`src/rtl/mcseq.sv`:
```
// Microcode sequencer: steps a 6-bit ROM address on each rising edge of the clk
// strobe, decoding next-address modes and publishing the datapath control field.
module mcseq (
    input  logic        sys_clk,
    input  logic        resetl,
    input  logic        clk,
    input  logic [0:26] z,
    input  logic [0:3]  cond,
    input  logic        go,
    output logic [0:5]  a,
    output logic [0:14] ctl,
    output logic        uop,
    output logic        stall,
    output logic        ovf,
    output logic        und
);

    localparam int unsigned AW    = 6;
    localparam int unsigned CW    = 15;
    localparam int unsigned DEPTH = 4;
    localparam int unsigned CNTW  = 3;
    localparam int unsigned PTRW  = 2;

    localparam logic [1:0] OP_NEXT    = 2'b00;
    localparam logic [1:0] OP_JUMP    = 2'b01;
    localparam logic [1:0] OP_BRANCH  = 2'b10;
    localparam logic [1:0] OP_CALLRET = 2'b11;

    logic            r_clk_prev;
    logic            r_stb_d;
    logic [AW-1:0]   r_a;
    logic [CW-1:0]   r_ctl;
    logic            r_uop;
    logic            r_stall;
    logic            r_ovf;
    logic            r_und;
    logic [AW-1:0]   r_stk [DEPTH];
    logic [CNTW-1:0] r_cnt;

    logic            w_stb;
    logic [1:0]      w_op;
    logic [AW-1:0]   w_tgt;
    logic [1:0]      w_sel;
    logic            w_sense;
    logic            w_hold;
    logic            w_cond;
    logic [AW-1:0]   w_inc;
    logic [PTRW-1:0] w_top;
    logic            w_full;
    logic            w_empty;
    logic [AW-1:0]   w_a_nxt;
    logic            w_push;
    logic            w_pop;
    logic            w_set_ovf;
    logic            w_set_und;

    // Step strobe: rising edge of clk as seen in sys_clk, same detector the ROM uses
    assign w_stb   = ~r_clk_prev & clk;

    assign w_op    = z[0:1];
    assign w_tgt   = z[2:7];
    assign w_sel   = z[8:9];
    assign w_sense = z[10];
    assign w_hold  = z[11] & ~go;
    assign w_cond  = cond[w_sel];
    assign w_inc   = AW'(r_a + AW'(1));
    assign w_top   = PTRW'(r_cnt - CNTW'(1));
    assign w_full  = (r_cnt == CNTW'(DEPTH));
    assign w_empty = (r_cnt == CNTW'(0));

    // Next-address selection and stack/flag requests for the executing word
    always_comb begin
        w_a_nxt   = w_inc;
        w_push    = 1'b0;
        w_pop     = 1'b0;
        w_set_ovf = 1'b0;
        w_set_und = 1'b0;
        case (w_op)
            OP_NEXT: begin
                w_a_nxt = w_inc;
            end
            OP_JUMP: begin
                w_a_nxt = w_tgt;
            end
            OP_BRANCH: begin
                if (w_cond ^ w_sense) begin
                    w_a_nxt = w_tgt;
                end
            end
            OP_CALLRET: begin
                if (!w_sense) begin
                    w_a_nxt = w_tgt;
                    if (w_full) begin
                        w_set_ovf = 1'b1;
                    end else begin
                        w_push = 1'b1;
                    end
                end else if (w_empty) begin
                    w_a_nxt   = '0;
                    w_set_und = 1'b1;
                end else begin
                    w_a_nxt = r_stk[w_top];
                    w_pop   = 1'b1;
                end
            end
            default: begin
                w_a_nxt = w_inc;
            end
        endcase
    end

    // Sequencer state; acts only on the cycle after the strobe, when z is valid
    always_ff @(posedge sys_clk) begin
        if (!resetl) begin
            r_clk_prev <= 1'b1;
            r_stb_d    <= 1'b0;
            r_a        <= '0;
            r_ctl      <= '0;
            r_uop      <= 1'b0;
            r_stall    <= 1'b0;
            r_ovf      <= 1'b0;
            r_und      <= 1'b0;
            r_cnt      <= '0;
            for (int i = 0; i < int'(DEPTH); i++) begin
                r_stk[i] <= '0;
            end
        end else begin
            r_clk_prev <= clk;
            r_stb_d    <= w_stb;
            r_uop      <= 1'b0;
            if (r_stb_d) begin
                r_stall <= w_hold;
                if (!w_hold) begin
                    r_a   <= w_a_nxt;
                    r_ctl <= z[12:26];
                    r_uop <= 1'b1;
                    if (w_push) begin
                        r_stk[r_cnt[PTRW-1:0]] <= w_inc;
                        r_cnt <= CNTW'(r_cnt + CNTW'(1));
                    end
                    if (w_pop) begin
                        r_cnt <= CNTW'(r_cnt - CNTW'(1));
                    end
                    if (w_set_ovf) begin
                        r_ovf <= 1'b1;
                    end
                    if (w_set_und) begin
                        r_und <= 1'b1;
                    end
                end
            end
        end
    end

    assign a     = r_a;
    assign ctl   = r_ctl;
    assign uop   = r_uop;
    assign stall = r_stall;
    assign ovf   = r_ovf;
    assign und   = r_und;

endmodule

```
`config.mk`:
```
export PLATFORM = sky130hd
export DESIGN_NAME = mcseq
export DESIGN_NICKNAME = d
export VERILOG_FILES = /design/src/rtl/mcseq.sv
export SDC_FILE = /design/constraint.sdc
export NUM_CORES = 1
export LEC_CHECK = 0
export CORE_MARGIN = 1
export CORE_UTILIZATION = 45
export CTS_CLUSTER_SIZE = 40
export DETAILED_ROUTE_END_ITERATION = 8
export GPL_TIMING_DRIVEN = 0
export PLACE_DENSITY = 0.76
export SETUP_SLACK_MARGIN = 0.3
export SLEW_MARGIN = 20
export SYNTH_ARGS = -nofsm -noshare
export SYNTH_HDL_FRONTEND = slang
export SYNTH_SLANG_ARGS = --single-unit
```
`constraint.sdc`:
```
create_clock -name sys_clk -period 2 [get_ports sys_clk]
set_clock_uncertainty 0.1 [all_clocks]
set_input_delay 0.3 -clock sys_clk [delete_from_list [all_inputs] [get_ports sys_clk]]
set_output_delay 0.3 -clock sys_clk [all_outputs]
set_load 0.01 [all_outputs]
```
Yosys cells after proc, flatten, opt, wreduce, memory -nomap -nowiden --
Memories as Yosys holds them, arrays and structs flattened. Index checks and enable logic that the tools add are counted.
Storage, ports and cells: register bits after elaboration 30, memory bits (writable) 24, bits of input ports 35, output and inout port bits 25, logic and storage cells 65, memories kept 1
Memory list:
- r_stk | words 4, width 6, read ports 1, clocked after memory_dff 0, wr ports 4, line 37 | logic [AW-1:0] r_stk [DEPTH];
Operators by class: $add $sub $neg 3, $lt $le $gt $ge 1, equal/unequal tests 4, multiplexer cells 31, bitwise gates (word level) 7, reduce and logical (&&, ||, !) cells 9
Operator list (number):
- 2-to-1 mux 6 bit | 4
- one-hot mux 6 bit (4 select lines) | 1
- 2-to-1 mux 1 bit | 22
- AND reduction 3 bit | 3
- adder 6 x 1 -> 6 bit, second input constant | 1
- 2-to-1 mux 3 bit | 2
- OR reduction 6 bit | 1
- == test 2 bit, second input constant | 2
- AND reduction 2 bit | 2
- adder 3 x 1 -> 3 bit, second input constant | 1
- == test 3 bit, second input constant | 1
- greater-or-equal comparator 3 bit, second input constant | 1
- zero test 3 bit | 1
- NOT 1 bit | 3
- NOT 2 -> 3 bit | 1
- subtractor 3 x 1 -> 3 bit, second input constant | 1
- AND 1 bit | 2
- binary-select mux 1 bit (select 2 bit) | 1
- == test 2 x 1 -> 1 bit, second input constant | 1
- zero test 2 bit | 1
- 2-to-1 mux 2 bit | 1
- nonzero test 2 bit | 1
- XOR 1 bit | 1

Depth between registers and ports, before layout --
word-level depth 11, gate-level depth with buffers 9, mapped depth without buffers 7

Worst setup path before layout --
No wires, ideal clock.
path type flip-flop to flip-flop, start point reg r_cnt[0], end point reg r_a[5] (netlist: a[0]), setup time 0.135 ns, data arrival time 1.970 ns, data required time 1.765 ns, setup slack -0.205 ns, cell stages (with the launch flop) 8, path buffers 2, clock period less this slack 2.205 ns, cells stage by stage dfxtp_1 buf_2 inv_1 ha_1 buf_1 mux4_2 a222oi_1 a21boi_0
On the way: longest elaborated chain between the ends 5, elaborated cells on any way between the ends 6, classes of those cells add/sub: 1; mux: 3; reduce/logical: 1; memory: 1
RTL lines:
- from (decl) | line 38 | logic [CNTW-1:0] r_cnt;
- from (signal assigned) | line 139 | r_cnt <= CNTW'(r_cnt + CNTW'(1));
- from (signal assigned) | line 142 | r_cnt <= CNTW'(r_cnt - CNTW'(1));
- subtractor 3 x 1 -> 3 bit
- memory (4 x 6 bit)
- 2-to-1 mux 6 bit (*) | line 98 | end else if (w_empty) begin
- 2-to-1 mux 6 bit (*) | line 91 | if (!w_sense) begin
- one-hot mux 6 bit (4 select lines) (*) | line 78 | case (w_op)
- to (signal assigned) | line 134 | r_a <= w_a_nxt;
- to (decl) | line 31 | logic [AW-1:0] r_a;
Every way passes the cells marked *; elsewhere a longest branch is shown, timed or not. A chain may end at the register's enable or synchronous reset.

Worst setup path after layout --
start point reg r_a[0] (netlist: a[5]), end point reg r_a[4] (netlist: a[1])
On the way: longest elaborated chain between the ends 3
RTL lines:
- adder 6 x 1 -> 6 bit (*) | line 66 | assign w_inc = AW'(r_a + AW'(1));
- 2-to-1 mux 6 bit | line 86 | if (w_cond ^ w_sense) begin
- one-hot mux 6 bit (4 select lines) (*) | line 78
Marked as above.

==> results.cfg <==
[finish]
diodes = 0
n_fill_cell = 342
regArea_um2 = 1330
area_growth_pct = 54.9
fin_nets = 375
final_layout_size_suffix_gt1_share_pct = 31.2
multi_input_area_um2 = 1420
stdcell_count = 407

[setup_path]
r2r-start = a[5]
crit_buf_inv = 0
crit_arrival_ns = 2.08
rr_endpoint = a[1]
crit_type = reg -> reg
crit_required_ns = 2.11
cp_slowest_cell = dfxtp_2
rrSetupSlack_ns = 0.02
max_stage_delay_ns = 0.47
critPathCaptureType = register
crit_family = compound AO/OA/AOI/OAI gates
worst_r2r_path_depth = 5
path_cells = ha_1 > nand3_1 > xor2_4 > a21oi_1 > a221o_1
cp-start-kind = register
cp_max_fo = 8

[sta]
final_hold_viol_count = 0
fin_ws_ns = 0.0241
worst_pin_slew_ns = 0.747
grt_setup_unrepaired = yes
finalCritPeriodShare_pct = 98.8
clock.fmax_mhz = 506
setup_viol = 0
relSlewSlack_pct = 50.0
drv_slew = 0
whs_ns = 0.286
min_period_ns = 1.98

[global_routing]
grt_overflow = 0
grt_pass1_vias = 2280
antenna_found_initial = 0
use_met2_pct = 43.0
grt_pass1_wl_um = 11000
grt_usage_pct = 24.2
grt_max_degree = 20
met1_usage_pct = 27.9
busiest_layer = met2
grt_use_met3_pct = 4.40

[place]
dp_hpwl_um = 4370
pre_cts_slack_ns = -0.554
gp_congestion = 0.848
dpl.cell_count = 375
io_buffers = 59

[worst_hold_path]
hold_depth = 1
min_to = r_stb_d
hold_class = reg -> reg
min_from = r_clk_prev

[power_and_ir_drop]
powerDensity_nw_per_um2 = 549
power_frac_clock_pct = 31.0
p_leak_nw = 1.34
ir_drop_mv = 0.361
seq_power_share_pct = 55.4
swShare_pct = 25.7
p_int_w = 0.00159
power_frac_comb_pct = 13.6
switching_power_w = 0.000552

[yosys]
synth_top_area_share_pct = 28.6
ys.warnings.count = 0
yosys-top-cells-area = edfxtp_1, dfxtp_1, nand2_1, mux4_2, a21boi_0
netlist_area_um2 = 2520
ys_ff_latch = 54
synth-edff-count = 24
synth_most_common_cell = nand2_1
async_flop_share_pct = 0
synthesis.nets = 285
ys_top_cells_by_count = nand2_1, nor2_1, dfxtp_1, edfxtp_1, a21boi_0
synth_cell_type_count = 39
ys_seq_area_share_pct = 52.4
postSynthCellCount = 246
ys.flop_type = dfxtp_1
synth_top_cell_by_area = edfxtp_1
avgSynthCellArea_um2 = 10.3

[floorplanning]
die_y_um = 76.9
core_area_um2 = 5240
die_w_um = 76.9
die-area_um2 = 5910
row_count = 26
start_util_pct = 48.2
io_pins = 60

[routing]
detail-route-antenna-nets = 0
vias = 2254
drc = 0
drt_iter0_markers = 140
finalWirelength_um = 6920
wire_per_inst_um = 17.0
drt_first_pass_iters = 5
vias_per_cell = 5.54

[clocking]
cts_hold_buf = 0
root_buffer = clkbuf_8
cts_inserted_buffers = 5
cts_tree = built
cts_buffer_depth = 2
path_clk_slew_ns = 0.10
cts_sinks = 54
clock_latency_ns = 0.33
htreeDepth = 2

[status]
status = finished clean

[job]
cap_viol_max_count = 0
[metrics by stage]
step           area [um2]  setup TNS (ns)  power, W  util, %
4_1_cts              3740               0   0.00212     71.4
6_report             3910               0   0.00215     74.6
3_3_place_gp         3340          -21.00   0.00145     63.8
3_5_place_dp         3340          -22.48   0.00145     63.8
2_1_floorplan        2660               0   0.00133        -
5_1_grt              3910        -0.00922   0.00222     74.6
[placed cells by master (no fill, tap or decap), types with 3 or more instances in the layout]
cell type        synthesis  layout
nand3_1                  7       3
ha_1                     4       3
nand2_2                  0       6
inv_1                    8       6
buf_4                    1      13
nand2_1                 48      37
clkdlybuf4s50_1          0      52
buf_6                    3      12
a21boi_0                18      16
clkdlybuf4s15_1          0       4
nor2_4                   0       8
a21oi_1                  6       4
and2_1                   4       3
nand3_4                  0       3
a221oi_2                 0       4
clkbuf_8                 0       5
o21ai_0                 10       8
dfxtp_2                  0       5
nand2_4                  0       4
a221o_1                  4       4
nor2_1                  34      21
dfxtp_1                 30      24
nor2_2                   0       5
mux4_2                   7       7
nand2b_1                 3       3
edfxtp_1                24      24
[routing by layer]
layer | vias to the layer above | routed length [um] | share of wire (%)
met5 | - | 0 | 0
li1 | 1054 | - | -
met3 | 19 | 468 | 6.8
met1 | 1074 | 2720 | 39
met2 | 107 | 3560 | 51
met4 | 0 | 174 | 2.5
[final cells by class]
type                       instances  area share, %
multi-input combinational        174           36.4
inverter                           8          0.960
timing repair buffer              82           21.0
clock buffer                       5           1.76
tap                               70           2.24
clock inverter                     3          0.736
sequential                        54           34.1
buffer                            11           2.85
[power groups by stage]
stage               registers, W  logic (W)  clock network (W)
floorplan                0.00121   0.000117                  0
global placement         0.00121   0.000236                  0
detailed placement       0.00121   0.000241                  0
CTS                      0.00119   0.000266           0.000670
global route             0.00119   0.000311           0.000717
finish                   0.00119   0.000291           0.000665
[repair_timing]
item	CTS	global route
endpoints found under the setup margin	71	66
resized for setup	41	44
gates cloned	2	0
pin swaps	19	15
buffers inserted	20	2
[worst max-delay path by stage]
stage | start | to | slack [ns] | cells after the start
global placement | z[9] | a[4] | -0.52 | 5
CTS | r_cnt[0] | a[2] | 0.08 | 9
detailed placement | z[9] | a[4] | -0.55 | 5
global route | a[5] | a[1] | -0.009 | 5
finish | a[5] | a[1] | 0.02 | 5
floorplan | z[9] | a[4] | 0.05 | 4
[state kept, by name, indices dropped and copies added (netlist names)]
register    count
ovf             1
stall           1
ctl            15
r_cnt           3
a               6
und             1
uop             1
r_stk          24
r_stb_d         1
r_clk_prev      1
[logic make-up after synthesis]
logic type	count (synthesis)	synth area share, %
flip-flops	54	52.4
buffers and inverters	19	3.92
adder cells (fa/ha/maj)	4	1.98
AND/OR/NAND/NOR	100	16.3
AO/OA/AOI/OAI	54	15.6
multiplexers	9	7.09
XOR/XNOR	6	2.83
[worst reg2reg max path: stages, from the launching register on]
cell	delay (ns)
dfxtp_2	0.47
ha_1	0.27
nand3_1	0.19
xor2_4	0.36
a21oi_1	0.14
a221o_1	0.34
No activity file was read; power rests on OpenSTA's default activity.
